==> config.mk <==
export PLATFORM = sky130hd
export DESIGN_NAME = ripple_carry_adder_8b
export DESIGN_NICKNAME = d
export VERILOG_FILES = /design/src/rtl/ripple_adder_pkg.sv /design/src/rtl/full_adder_cell.sv /design/src/rtl/ripple_carry_adder_8b.sv
export SDC_FILE = /design/constraint.sdc
export NUM_CORES = 1
export LEC_CHECK = 0
export ABC_AREA = 1
export CAP_MARGIN = 30
export CORE_AREA = 2 2 39 41
export CTS_CLUSTER_SIZE = 16
export DETAILED_ROUTE_END_ITERATION = 8
export DIE_AREA = 0 0 41 43
export GPL_ROUTABILITY_DRIVEN = 0
export MAX_ROUTING_LAYER = met4
export PLACE_DENSITY = 0.77
export SLEW_MARGIN = 40
export SYNTH_ARGS = -nofsm -noshare
export SYNTH_HDL_FRONTEND = slang
export SYNTH_SLANG_ARGS = --single-unit
==> constraint.sdc <==
create_clock -name clk -period 0.8 [get_ports clk]
set_input_delay 0.08 -clock clk [delete_from_list [all_inputs] [get_ports clk]]
set_output_delay 0.08 -clock clk [all_outputs]
set_load 0.02 [all_outputs]
==> src/rtl/ripple_adder_pkg.sv <==
// rtl/ripple_adder_pkg.sv - shared constants for the ripple-carry adder slice
package ripple_adder_pkg;

   localparam int unsigned DEFAULT_WIDTH = 8;
   localparam int unsigned MAX_WIDTH     = 64;

endpackage

==> src/rtl/full_adder_cell.sv <==
// rtl/full_adder_cell.sv - single-bit full adder, one stage of the ripple chain
module full_adder_cell
   import ripple_adder_pkg::*;
(
   input  logic a,
   input  logic b,
   input  logic cin,
   output logic s,
   output logic cout
);

   logic p;

   assign p    = a ^ b;
   assign s    = p ^ cin;
   assign cout = (a & b) | (cin & p);

endmodule

==> src/rtl/ripple_carry_adder_8b.sv <==
// rtl/ripple_carry_adder_8b.sv - registered unsigned ripple-carry adder, {Cout,Sum} = A+B+Cin
module ripple_carry_adder_8b
   import ripple_adder_pkg::*;
#(
   parameter int unsigned WIDTH = DEFAULT_WIDTH
)
(
   input  logic             clk,
   input  logic             rst_n,
   input  logic [WIDTH-1:0] A,
   input  logic [WIDTH-1:0] B,
   input  logic             Cin,
   output logic [WIDTH-1:0] Sum,
   output logic             Cout
);

   logic [WIDTH-1:0] s;
   logic [WIDTH-1:0] sum_d, sum_q;
   logic             cout_d, cout_q;

   // Each stage owns its carry-in/carry-out nets so the chain is a plain
   // sequence of separate signals rather than a self-feeding vector.
   for (genvar i = 0; i < WIDTH; i++) begin : g_bit
      logic c_in;
      logic c_out;

      if (i == 0) begin : g_first
         assign c_in = Cin;
      end else begin : g_rest
         assign c_in = g_bit[i-1].c_out;
      end

      full_adder_cell u_fa (
         .a    (A[i]),
         .b    (B[i]),
         .cin  (c_in),
         .s    (s[i]),
         .cout (c_out)
      );
   end

   assign sum_d  = s;
   assign cout_d = g_bit[WIDTH-1].c_out;

   always_ff @(posedge clk or negedge rst_n) begin
      if (!rst_n) begin
         sum_q  <= '0;
         cout_q <= 1'b0;
      end else begin
         sum_q  <= sum_d;
         cout_q <= cout_d;
      end
   end

   assign Sum  = sum_q;
   assign Cout = cout_q;

endmodule

# [Word-level counts from Yosys, hierarchy flattened]
# Cells that the tools add are included.
[op_classes] shifts=0 n_reduce_logical=0 magnitude_cmp=0 mux=0 n_mul=0 n_addsub=0 eq_ne=0 div=0 n_bitwise=40
[ops] cell="$and A1 B1 Y1" count=16
[ops] cell="$xor A1 B1 Y1" count=16
[ops] cell="$or A1 B1 Y1" count=8
[word_totals] latch_bits=0 ramBits=0 memories=0 register_bits=9 romBits=0 wordCells=42

# [Logic depth before layout (Yosys ltp)]
# Gate-level depths: netlist of the first run.
[depth] ltp_word=17 ltp_mapped=12 ltp_nobuf=12

# [Cells and area by module]
# Synthesis of the first run repeated with hierarchy kept, for this count alone.
[unflattened] cells_unflattened=17 hier_area_um2=385.4
[modules_own_cells] module="ripple_carry_adder_8b" n_inst=1 cells_each=9 area_each_um2=225.2 seq_area_each_um2=225.2
[modules_own_cells] module="full_adder_cell" n_inst=8 cells_each=1 area_each_um2=20.0 seq_area_each_um2=0.0

# [Least setup slack after synthesis of the first run]
# No wires, ideal clock.
[synth_path] path_type="in2reg" from="in A[0]" to="reg sum_q[7], in the netlist Sum[7]" cell_stages=12 path_buffers=0 arrival_time_ps=3092 setup_time_ps=64 required_time_ps=736 slack_ps=-2356 cell_sequence="inv_1 > fa_1 > inv_1 > fa_1 > fa_1 > fa_1 > fa_1 > fa_1 > fa_1 > inv_1 > fa_1 > inv_1"
[synth_via] elab_chain_len=16
[synth_lines] element="start: declaration" line="ripple_carry_adder_8b.sv:10" rtl="input logic [WIDTH-1:0] A,"
[synth_lines] element="$xor A1 B1 Y1" line="full_adder_cell.sv:14" rtl="assign p = a ^ b;"
[synth_lines] element="$and A1 B1 Y1" line="full_adder_cell.sv:16" rtl="assign cout = (a & b) | (cin & p);"
[synth_lines] element="$or A1 B1 Y1 *" line="full_adder_cell.sv:16"
[synth_lines] element="$and A1 B1 Y1 *" line="full_adder_cell.sv:16"
[synth_lines] element="$or A1 B1 Y1 *" line="full_adder_cell.sv:16"
[synth_lines] element="$and A1 B1 Y1 *" line="full_adder_cell.sv:16"
[synth_lines] element="$or A1 B1 Y1 *" line="full_adder_cell.sv:16"
[synth_lines] element="$and A1 B1 Y1 *" line="full_adder_cell.sv:16"
[synth_lines] element="$or A1 B1 Y1 *" line="full_adder_cell.sv:16"
[synth_lines] element="$and A1 B1 Y1 *" line="full_adder_cell.sv:16"
[synth_lines] element="$or A1 B1 Y1 *" line="full_adder_cell.sv:16"
[synth_lines] element="$and A1 B1 Y1 *" line="full_adder_cell.sv:16"
[synth_lines] element="$or A1 B1 Y1 *" line="full_adder_cell.sv:16"
[synth_lines] element="$and A1 B1 Y1 *" line="full_adder_cell.sv:16"
[synth_lines] element="$or A1 B1 Y1 *" line="full_adder_cell.sv:16"
[synth_lines] element="$xor A1 B1 Y1 *" line="full_adder_cell.sv:15" rtl="assign s = p ^ cin;"
[synth_lines] element="named net g_bit[7].u_fa.s" line="full_adder_cell.sv:8" rtl="output logic s,"
[synth_lines] element="end signal: assignment" line="ripple_carry_adder_8b.sv:50" rtl="sum_q <= sum_d;"
[synth_lines] element="end: declaration" line="ripple_carry_adder_8b.sv:18" rtl="logic [WIDTH-1:0] sum_d, sum_q;"
# The timed path passes the listed nets; every way through them passes the cells marked *.

# [Worst setup path after layout of the first run]
[layout_path] from="in Cin" to="reg sum_q[7], in the netlist Sum[7]"
[layout_via] elab_chain_len=15
[layout_lines] element="start: declaration" line="ripple_carry_adder_8b.sv:12" rtl="input logic Cin,"
[layout_lines] element="$and A1 B1 Y1" line="full_adder_cell.sv:16"
[layout_lines] element="$or A1 B1 Y1" line="full_adder_cell.sv:16"
[layout_lines] element="$and A1 B1 Y1" line="full_adder_cell.sv:16"
[layout_lines] element="$or A1 B1 Y1" line="full_adder_cell.sv:16"
[layout_lines] element="$and A1 B1 Y1" line="full_adder_cell.sv:16"
[layout_lines] element="$or A1 B1 Y1" line="full_adder_cell.sv:16"
[layout_lines] element="$and A1 B1 Y1" line="full_adder_cell.sv:16"
[layout_lines] element="$or A1 B1 Y1" line="full_adder_cell.sv:16"
[layout_lines] element="$and A1 B1 Y1" line="full_adder_cell.sv:16"
[layout_lines] element="$or A1 B1 Y1" line="full_adder_cell.sv:16"
[layout_lines] element="$and A1 B1 Y1" line="full_adder_cell.sv:16"
[layout_lines] element="$or A1 B1 Y1" line="full_adder_cell.sv:16"
[layout_lines] element="$and A1 B1 Y1" line="full_adder_cell.sv:16"
[layout_lines] element="$or A1 B1 Y1" line="full_adder_cell.sv:16"
[layout_lines] element="$xor A1 B1 Y1" line="full_adder_cell.sv:15"
[layout_lines] element="named net g_bit[7].u_fa.s" line="full_adder_cell.sv:8"
# The timed path passes the listed nets, and every way through them passes these cells.

==> results of run 1 <==
==> flip-flops by register name (all words and copies together), names as in the netlist <==
signal / cells
Sum: 8
Cout: 1
==> critical path: stages <==
cell	delay [ps]
buf_6	100
inv_4	50
fa_2	180
inv_2	40
fa_2	340
fa_2	380
fa_2	350
fa_2	360
fa_2	340
fa_2	340
inv_2	70
fa_1	390
inv_1	70
==> power by group <==
group          switching (W)  internal, W
Sequential         0.0000393     0.000538
Combinational       0.000237     0.000294
Clock               0.000137     0.000191
==> cell type report <==
type                    instances  area (sq um)
clock buffers                   4          26.3
fillers                       119           587
flip-flops and latches          9           225
multi-input cells               8           178
inverters                      10          57.6
repair buffers                 27           290
well taps                      16          20.0
==> kinds of logic (layout without fill, tap and decap cells) <==
logic type                 Yosys count  count (layout)  synth area share [%]
adders and majority gates            8               8                  37.9
buffers and inverters               10              41                  8.88
DFF                                  9               9                  53.3
==> routing by layer <==
metal / up-vias / GRT usage [%] / wire length [microns]
met4: 0 / 6.00 / 0
met5: - / - / 0
li1: 132 / - / -
met1: 150 / 16.4 / 360
met3: 0 / 4.71 / 104
met2: 15 / 20.3 / 507
==> placed cells by master (no fill, tap or decap) <==
master,n
inv_12,1
clkinv_4,1
buf_6,10
clkdlybuf4s50_1,13
clkbuf_1,1
clkbuf_4,3
fa_1,1
fa_2,7
dfrtp_1,9
buf_8,2
inv_1,5
inv_4,1
dlygate4sd2_1,2
inv_2,2
==> repair_timing <==
action | CTS | global route
endpoints found under the setup margin | 18 | 17
cloned | 0 | 0
pin swaps | 8 | 8
resized for setup | 73 | 3
==> per-stage QoR <==
stage	worst slack [ps]	util (%)	area [sq um]
2_1_floorplan	-2130	-	458
3_3_place_gp	-2790	54.1	748
3_5_place_dp	-2880	54.1	748
4_1_cts	-2280	57.1	791
5_1_grt	-2190	57.6	797
6_report	-2100	57.6	797
==> path summary, 6_finish.rpt <==
kind	startpoint	cells after the start	endpoint	slack [ps]
worst max-delay path	Cin	13	Sum[7]	-2100
worst min-delay path	rst_n	1	Sum[1]	120
min in group clk	B[0]	4	Sum[0]	220
max in group asynchronous	rst_n	1	Sum[4]	410
==> flow_metrics.tcl, run 1 <==
set metrics [dict create \
    syn_area_sq_um 423 \
    hp-class "input pin to async pin" \
    drv_cap 0 \
    die_width_microns 41 \
    area_growth_pct 88.5 \
    ys_seq_elements 9 \
    critPathLaunchType "input pin" \
    viasPerCell 4.01 \
    max_slew.worst_pin.slew_ps 384 \
    p_per_area_mw_per_mm2 1800 \
    synth_seq_area_share_pct 53.3 \
    grt_setup_unrepaired "yes" \
    synth_edf_count 0 \
    yosysMostFrequentCell "inv_1" \
    final_net_count 86 \
    hold_buffers 0 \
    setup_slack_ps -2100 \
    drtIter0Drc 4 \
    end_kind "register" \
    async_flop_share_pct 100 \
    wl_per_cell_microns 13.1 \
    num_io_pins 28 \
    cts_root_buffer "clkbuf_4" \
    grt.total_usage_pct 13.7 \
    setup_tns_ps -9600 \
    start_util_pct 30.6 \
    cts_buffers 3 \
    wirelength_microns 972 \
    layout.cells.non_filler 74 \
    grt_max_degree 10 \
    num_rows 14 \
    num_antenna_cells 0 \
    vias 297 \
    drive_gt1_share_pct 46.6 \
    period_minus_slack_ps 2900 \
    setup_viol 17 \
    status "finished with violations" \
    cts_max_path_buffers 2 \
    dp_cells 70 \
    avgSynthCellArea_sq_um 15.7 \
    grt_overflow 0 \
    first_pass_iters 2 \
    synth_top_cell_area_share_pct 53.3 \
    postCtsSetupRepairBufs 0 \
    cts_tree "done" \
    post-route-period-util_pct 362 \
    antenna_found_initial 0 \
    netlist_instances 27 \
    htreeDepth 1 \
    synth_flop_cell "dfrtp_1" \
    crit_type "input pin to register" \
    ant_nets 0 \
    die-area_sq_mm 0.00176 \
    coreArea_sq_mm 0.00138 \
    grt_pass1_vias 302 \
    cp_data_arrival_time_ps 3090 \
    ys_types 3 \
    clkTransAtPathRegs_ps 60 \
    hold_ws_ps 116 \
    synth_area_leaders "dfrtp_1 (53%), fa_1 (38%), inv_1 (8.9%)" \
    synth_top_area_cell "dfrtp_1" \
    leakage_nw 0.360 \
    port_buffers 27 \
    grt_pass1_wl_microns 1480 \
    maxSlewViolCount 0 \
    synth_warnings 0 \
    ir_drop_v 0.000550 \
    violations "negative setup slack" \
    drc_errors 0 \
    power_w 0.00144 \
    hold_violations 0 \
    cp_data_required_time_ps 990 \
    syn-num-nets 54 \
    post-dp-hpwl_microns 842 \
    netlist_top_cells_count "inv_1 (10), dfrtp_1 (9), fa_1 (8)" \
    cp_max_fo 1 \
    timing.fmax_mhz 345 \
    chipHeight_microns 43 \
    clock_sinks 9 \
    slew_headroom_pct 74.3 \
]
Note: power is estimated with default switching activity, not from simulation.
==> run 2, diff against run 1 <==
Settings changed: ABC_AREA 1 to not set, PLACE_DENSITY 0.77 to 0.72.
==> flow_metrics.tcl, run 2 (synthesis gave the netlist of run 1 again) <==
set metrics [dict create \
    grt_setup_unrepaired "yes" \
    antenna_found_initial 0 \
    mostFrequentLayoutCells "clkdlybuf4s50_1 (13), buf_6 (11), dfrtp_1 (9), fa_2 (7), inv_1 (5)" \
    status "finished with violations" \
    critPathLaunchType "input pin" \
    wirelength_microns 811 \
    die_width_microns 41 \
    final_net_count 86 \
    htreeDepth 1 \
    largest_reg_flops 8 \
    ant_nets 0 \
    viasPerCell 4.28 \
    num_antenna_cells 0 \
    timing.fmax_mhz 352 \
    multi_input_area_sq_um 178 \
    drv_cap 0 \
    crit_chain "buf_8 > inv_12 > fa_2 > inv_2 > fa_2 > fa_2 > fa_2 > fa_2 > fa_2 > fa_2 > inv_2 > fa_1 > inv_1" \
    drive_gt1_share_pct 48.3 \
    slew_headroom_pct 73.1 \
    dpl_cell_area_sq_um 748 \
    setup_slack_ps -2040 \
    vias 317 \
    crit_type "input pin to register" \
    cts_max_path_buffers 2 \
    utilization_pct 57.4 \
    cp_data_arrival_time_ps 3040 \
    post-route-period-util_pct 355 \
    num_rows 14 \
    period_minus_slack_ps 2840 \
    postCtsSetupRepairBufs 0 \
    grt_pass1_wl_microns 1410 \
    hp-class "input pin to async pin" \
    die-area_sq_mm 0.00176 \
    chipHeight_microns 43 \
    grt_pass1_vias 341 \
    grt_max_degree 10 \
    final-seq-area_sq_um 225 \
    max_slew.worst_pin.slew_ps 402 \
    final_cell_area_sq_um 795 \
    drc_errors 0 \
    port_buffers 27 \
    cts_root_buffer "clkbuf_4" \
    grt.total_usage_pct 13.1 \
    clkTransAtPathRegs_ps 60 \
    post-dp-hpwl_microns 761 \
    slowest_stage "fa_1" \
    clock_sinks 9 \
    fill_cells 119 \
    area_growth_pct 87.9 \
    num_io_pins 28 \
    hold_ws_ps 113 \
    coreArea_sq_mm 0.00138 \
    end_kind "register" \
    cts_buffers 3 \
    slowest_delay_ps 390 \
    crit_top_cell "fa_2" \
    setup_viol 17 \
    wl_per_cell_microns 11.0 \
    drtIter0Drc 0 \
    violations "negative setup slack" \
    hold_violations 0 \
    cp_max_fo 1 \
    cts_tree "done" \
    layout_commonest_cell "clkdlybuf4s50_1" \
    p_per_area_mw_per_mm2 1810 \
    grt_overflow 0 \
    cp_data_required_time_ps 1000 \
    ir_drop_v 0.000823 \
    first_pass_iters 1 \
    start_util_pct 30.6 \
    leakage_nw 0.362 \
    maxSlewViolCount 0 \
]
[run 2: worst paths after layout]
path                        from     end  slack (ps)  cells past startpoint
min in group clk             Cin  Sum[0]         230                      4
hold / removal             rst_n  Sum[1]         110                      1
setup / recovery            A[0]  Sum[7]       -2040                     13
max in group asynchronous  rst_n  Sum[0]         400                      1
[run 2: repair_timing]
action	4_1_cts	5_1_grt
hold buffers	0	0
resized for setup	74	2
endpoints found under the setup margin	18	17
hold endpoints to repair	0	0
pin swaps	8	8
[run 2: cell type report]
class	count	area share, %
clock inverters	1	0.630
flip-flops and latches	9	28.3
repair buffers	27	36.1
multi-input cells	8	22.4
clock buffers	3	2.83
well taps	16	2.52
inverters	10	7.24
[run 2: where the power goes]
| part | switching [W] | internal (W) | leakage, nW |
|---|---|---|---|
| registers | 0.0000374 | 0.000538 | 0.105 |
| clock network | 0.000155 | 0.000184 | 0.0177 |
| logic | 0.000233 | 0.000290 | 0.239 |
[run 2: metal layers]
layer / wire, microns / GRT usage, % / share of wire, % / vias to the layer above
met5: 0 / - / 0 / -
met4: 17 / 8.00 / 2.1 / 0
met3: 167 / 6.81 / 21 / 2
met2: 376 / 19.1 / 46 / 30
met1: 249 / 13.4 / 31 / 151
li1: - / - / - / 134
[run 2: per-stage QoR]
step,total power (W),TNS (ps),setup WS (ps),instances
2_1_floorplan,0.000768,-9970,-2130,27
3_3_place_gp,0.00107,-17490,-2790,70
3_5_place_dp,0.00109,-17840,-2850,70
4_1_cts,0.00148,-10160,-2200,74
5_1_grt,0.00156,-10110,-2120,74
6_report,0.00144,-9400,-2040,74
[run 2: critical path, delay by kind of cell]
family	cells	cell delay [ps]
buffers and inverters	5	310
adder cells (fa/ha/maj)	8	2640
==> run 3, diff against run 2 <==
==> constraint.sdc (replaced) <==
create_clock -name clk -period 0.8 [get_ports clk]
set_input_delay 0.12 -clock clk [delete_from_list [all_inputs] [get_ports clk]]
set_output_delay 0.12 -clock clk [all_outputs]
set_load 0.02 [all_outputs]
==> flow_metrics.tcl, run 3 (synthesis gave the netlist of run 1 again) <==
set metrics [dict create \
    drtIter0Drc 0 \
    dpl_cell_area_sq_um 756 \
    num_rows 14 \
    wl_per_cell_microns 11.3 \
    status "finished with violations" \
    cts_max_path_buffers 2 \
    final_cell_area_sq_um 806 \
    start_util_pct 30.6 \
    p_per_area_mw_per_mm2 1800 \
    final_net_count 87 \
    place_ws_ps -2870 \
    cts_buffers 3 \
    end_kind "register" \
    switching_share_pct 29.7 \
    grt_setup_unrepaired "yes" \
    clock_sinks 9 \
    drv_cap 0 \
    layout_commonest_cell "clkdlybuf4s50_1" \
    chipHeight_microns 43 \
    p_seq_share_pct 39.7 \
    drive_gt1_share_pct 49.2 \
    slew_headroom_pct 92.1 \
    grt_max_degree 10 \
    die-area_sq_mm 0.00176 \
    power_switching_w 0.000430 \
    setup_slack_ps -2080 \
    p_comb_share_pct 36.9 \
    fill_cells 120 \
    cts_root_buffer "clkbuf_4" \
    timing.fmax_mhz 347 \
    drc_errors 0 \
    htreeDepth 1 \
    ant_nets 0 \
    critPathLaunchType "input pin" \
    post-dp-hpwl_microns 783 \
    cp_data_arrival_time_ps 3070 \
    post-route-period-util_pct 360 \
    clkTransAtPathRegs_ps 60 \
    grt_overflow 0 \
    vias 314 \
    max_slew.worst_pin.slew_ps 118 \
    clock_power_share_pct 23.4 \
    die_width_microns 41 \
    cp_max_fo 1 \
    internal_power_w 0.00102 \
    coreArea_sq_mm 0.00138 \
    first_pass_iters 1 \
    crit_type "input pin to register" \
    antenna_found_initial 0 \
    hp-class "input pin to async pin" \
    num_antenna_cells 0 \
    ir_drop_v 0.000880 \
    mostFrequentLayoutCells "clkdlybuf4s50_1 (13), buf_6 (10), dfrtp_1 (9), fa_2 (7), inv_1 (5)" \
    grt_pass1_vias 398 \
    viasPerCell 4.19 \
    grt_pass1_wl_microns 1520 \
    cp_data_required_time_ps 990 \
    maxSlewViolCount 0 \
    area_growth_pct 90.5 \
    leakage_nw 0.368 \
    hold_violations 0 \
    wirelength_microns 850 \
    violations "negative setup slack" \
    setup_viol 17 \
    port_buffers 27 \
    largest_reg_flops 8 \
    period_minus_slack_ps 2880 \
    cts_tree "done" \
    grt.total_usage_pct 13.8 \
    num_io_pins 28 \
]
==> run 3: cell count changes in the layout (fill, tap and decap cells not counted) <==
| cell | before | now |
|---|---|---|
| buf_4 | 0 | 1 |
| buf_6 | 11 | 10 |
| buf_8 | 1 | 2 |
==> run 3: metal layers <==
metal | part of all wire [%] | GRT usage, % | vias up
li1 | - | - | 135
met5 | 0 | - | -
met4 | 0 | 8.00 | 0
met3 | 22 | 6.28 | 0
met2 | 50 | 21.9 | 28
met1 | 28 | 13.0 | 151
==> run 3: worst paths after layout <==
check,cells past startpoint,end,from
max in group asynchronous,2,Sum[7],rst_n
min in group clk,4,Sum[0],Cin
setup / recovery,13,Sum[7],B[0]
hold / removal,2,Sum[2],rst_n
==> run 3: final cells by class <==
class	count	area [sq um]	area share [%]
clock inverter	1	5.00	0.621
tap	16	20.0	2.48
clock buffer	3	22.5	2.80
multi-input combinational	8	178	22.0
timing repair buffer	28	298	37.0
sequential	9	225	28.0
inverter	10	57.6	7.14
==> run 3: power groups by stage <==
stage | registers [W] | logic [W] | clock network [W]
2_1_floorplan | 0.000676 | 0.0000914 | 0
3_3_place_gp | 0.000564 | 0.000510 | 0
3_5_place_dp | 0.000567 | 0.000525 | 0
4_1_cts | 0.000576 | 0.000545 | 0.000363
5_1_grt | 0.000585 | 0.000590 | 0.000383
6_report | 0.000575 | 0.000533 | 0.000339
==> run 3: timing repair <==
| action | 4_1_cts | 5_1_grt |
|---|---|---|
| pin swaps | 8 | 8 |
| gates cloned | 0 | 0 |
| hold buffers | 0 | 0 |
| endpoints found under the hold margin | 0 | 0 |
| setup endpoints to repair | 18 | 17 |
| gates resized for setup | 75 | 3 |
| buffers inserted | 0 | 0 |
==> run 3: critical path: stages <==
cell and delay [ps]:
buf_8 100, clkinv_4 40, fa_2 190, inv_2 40
fa_2 340, fa_2 370, fa_2 340, fa_2 350
fa_2 340, fa_2 340, inv_2 60, fa_1 390
inv_1 60
==> run 3: stage by stage <==
step                hold WS [ps]  utilization, %  total power, W  cells  setup TNS [ps]
floorplan                   -176               -        0.000768     27          -10300
global placement             420            54.6         0.00107     71          -18190
detailed placement           416            54.6         0.00109     71          -18450
CTS                          139            57.8         0.00148     75          -10800
global route                 166            58.2         0.00156     75          -10740
finish                       142            58.2         0.00145     75          -10070
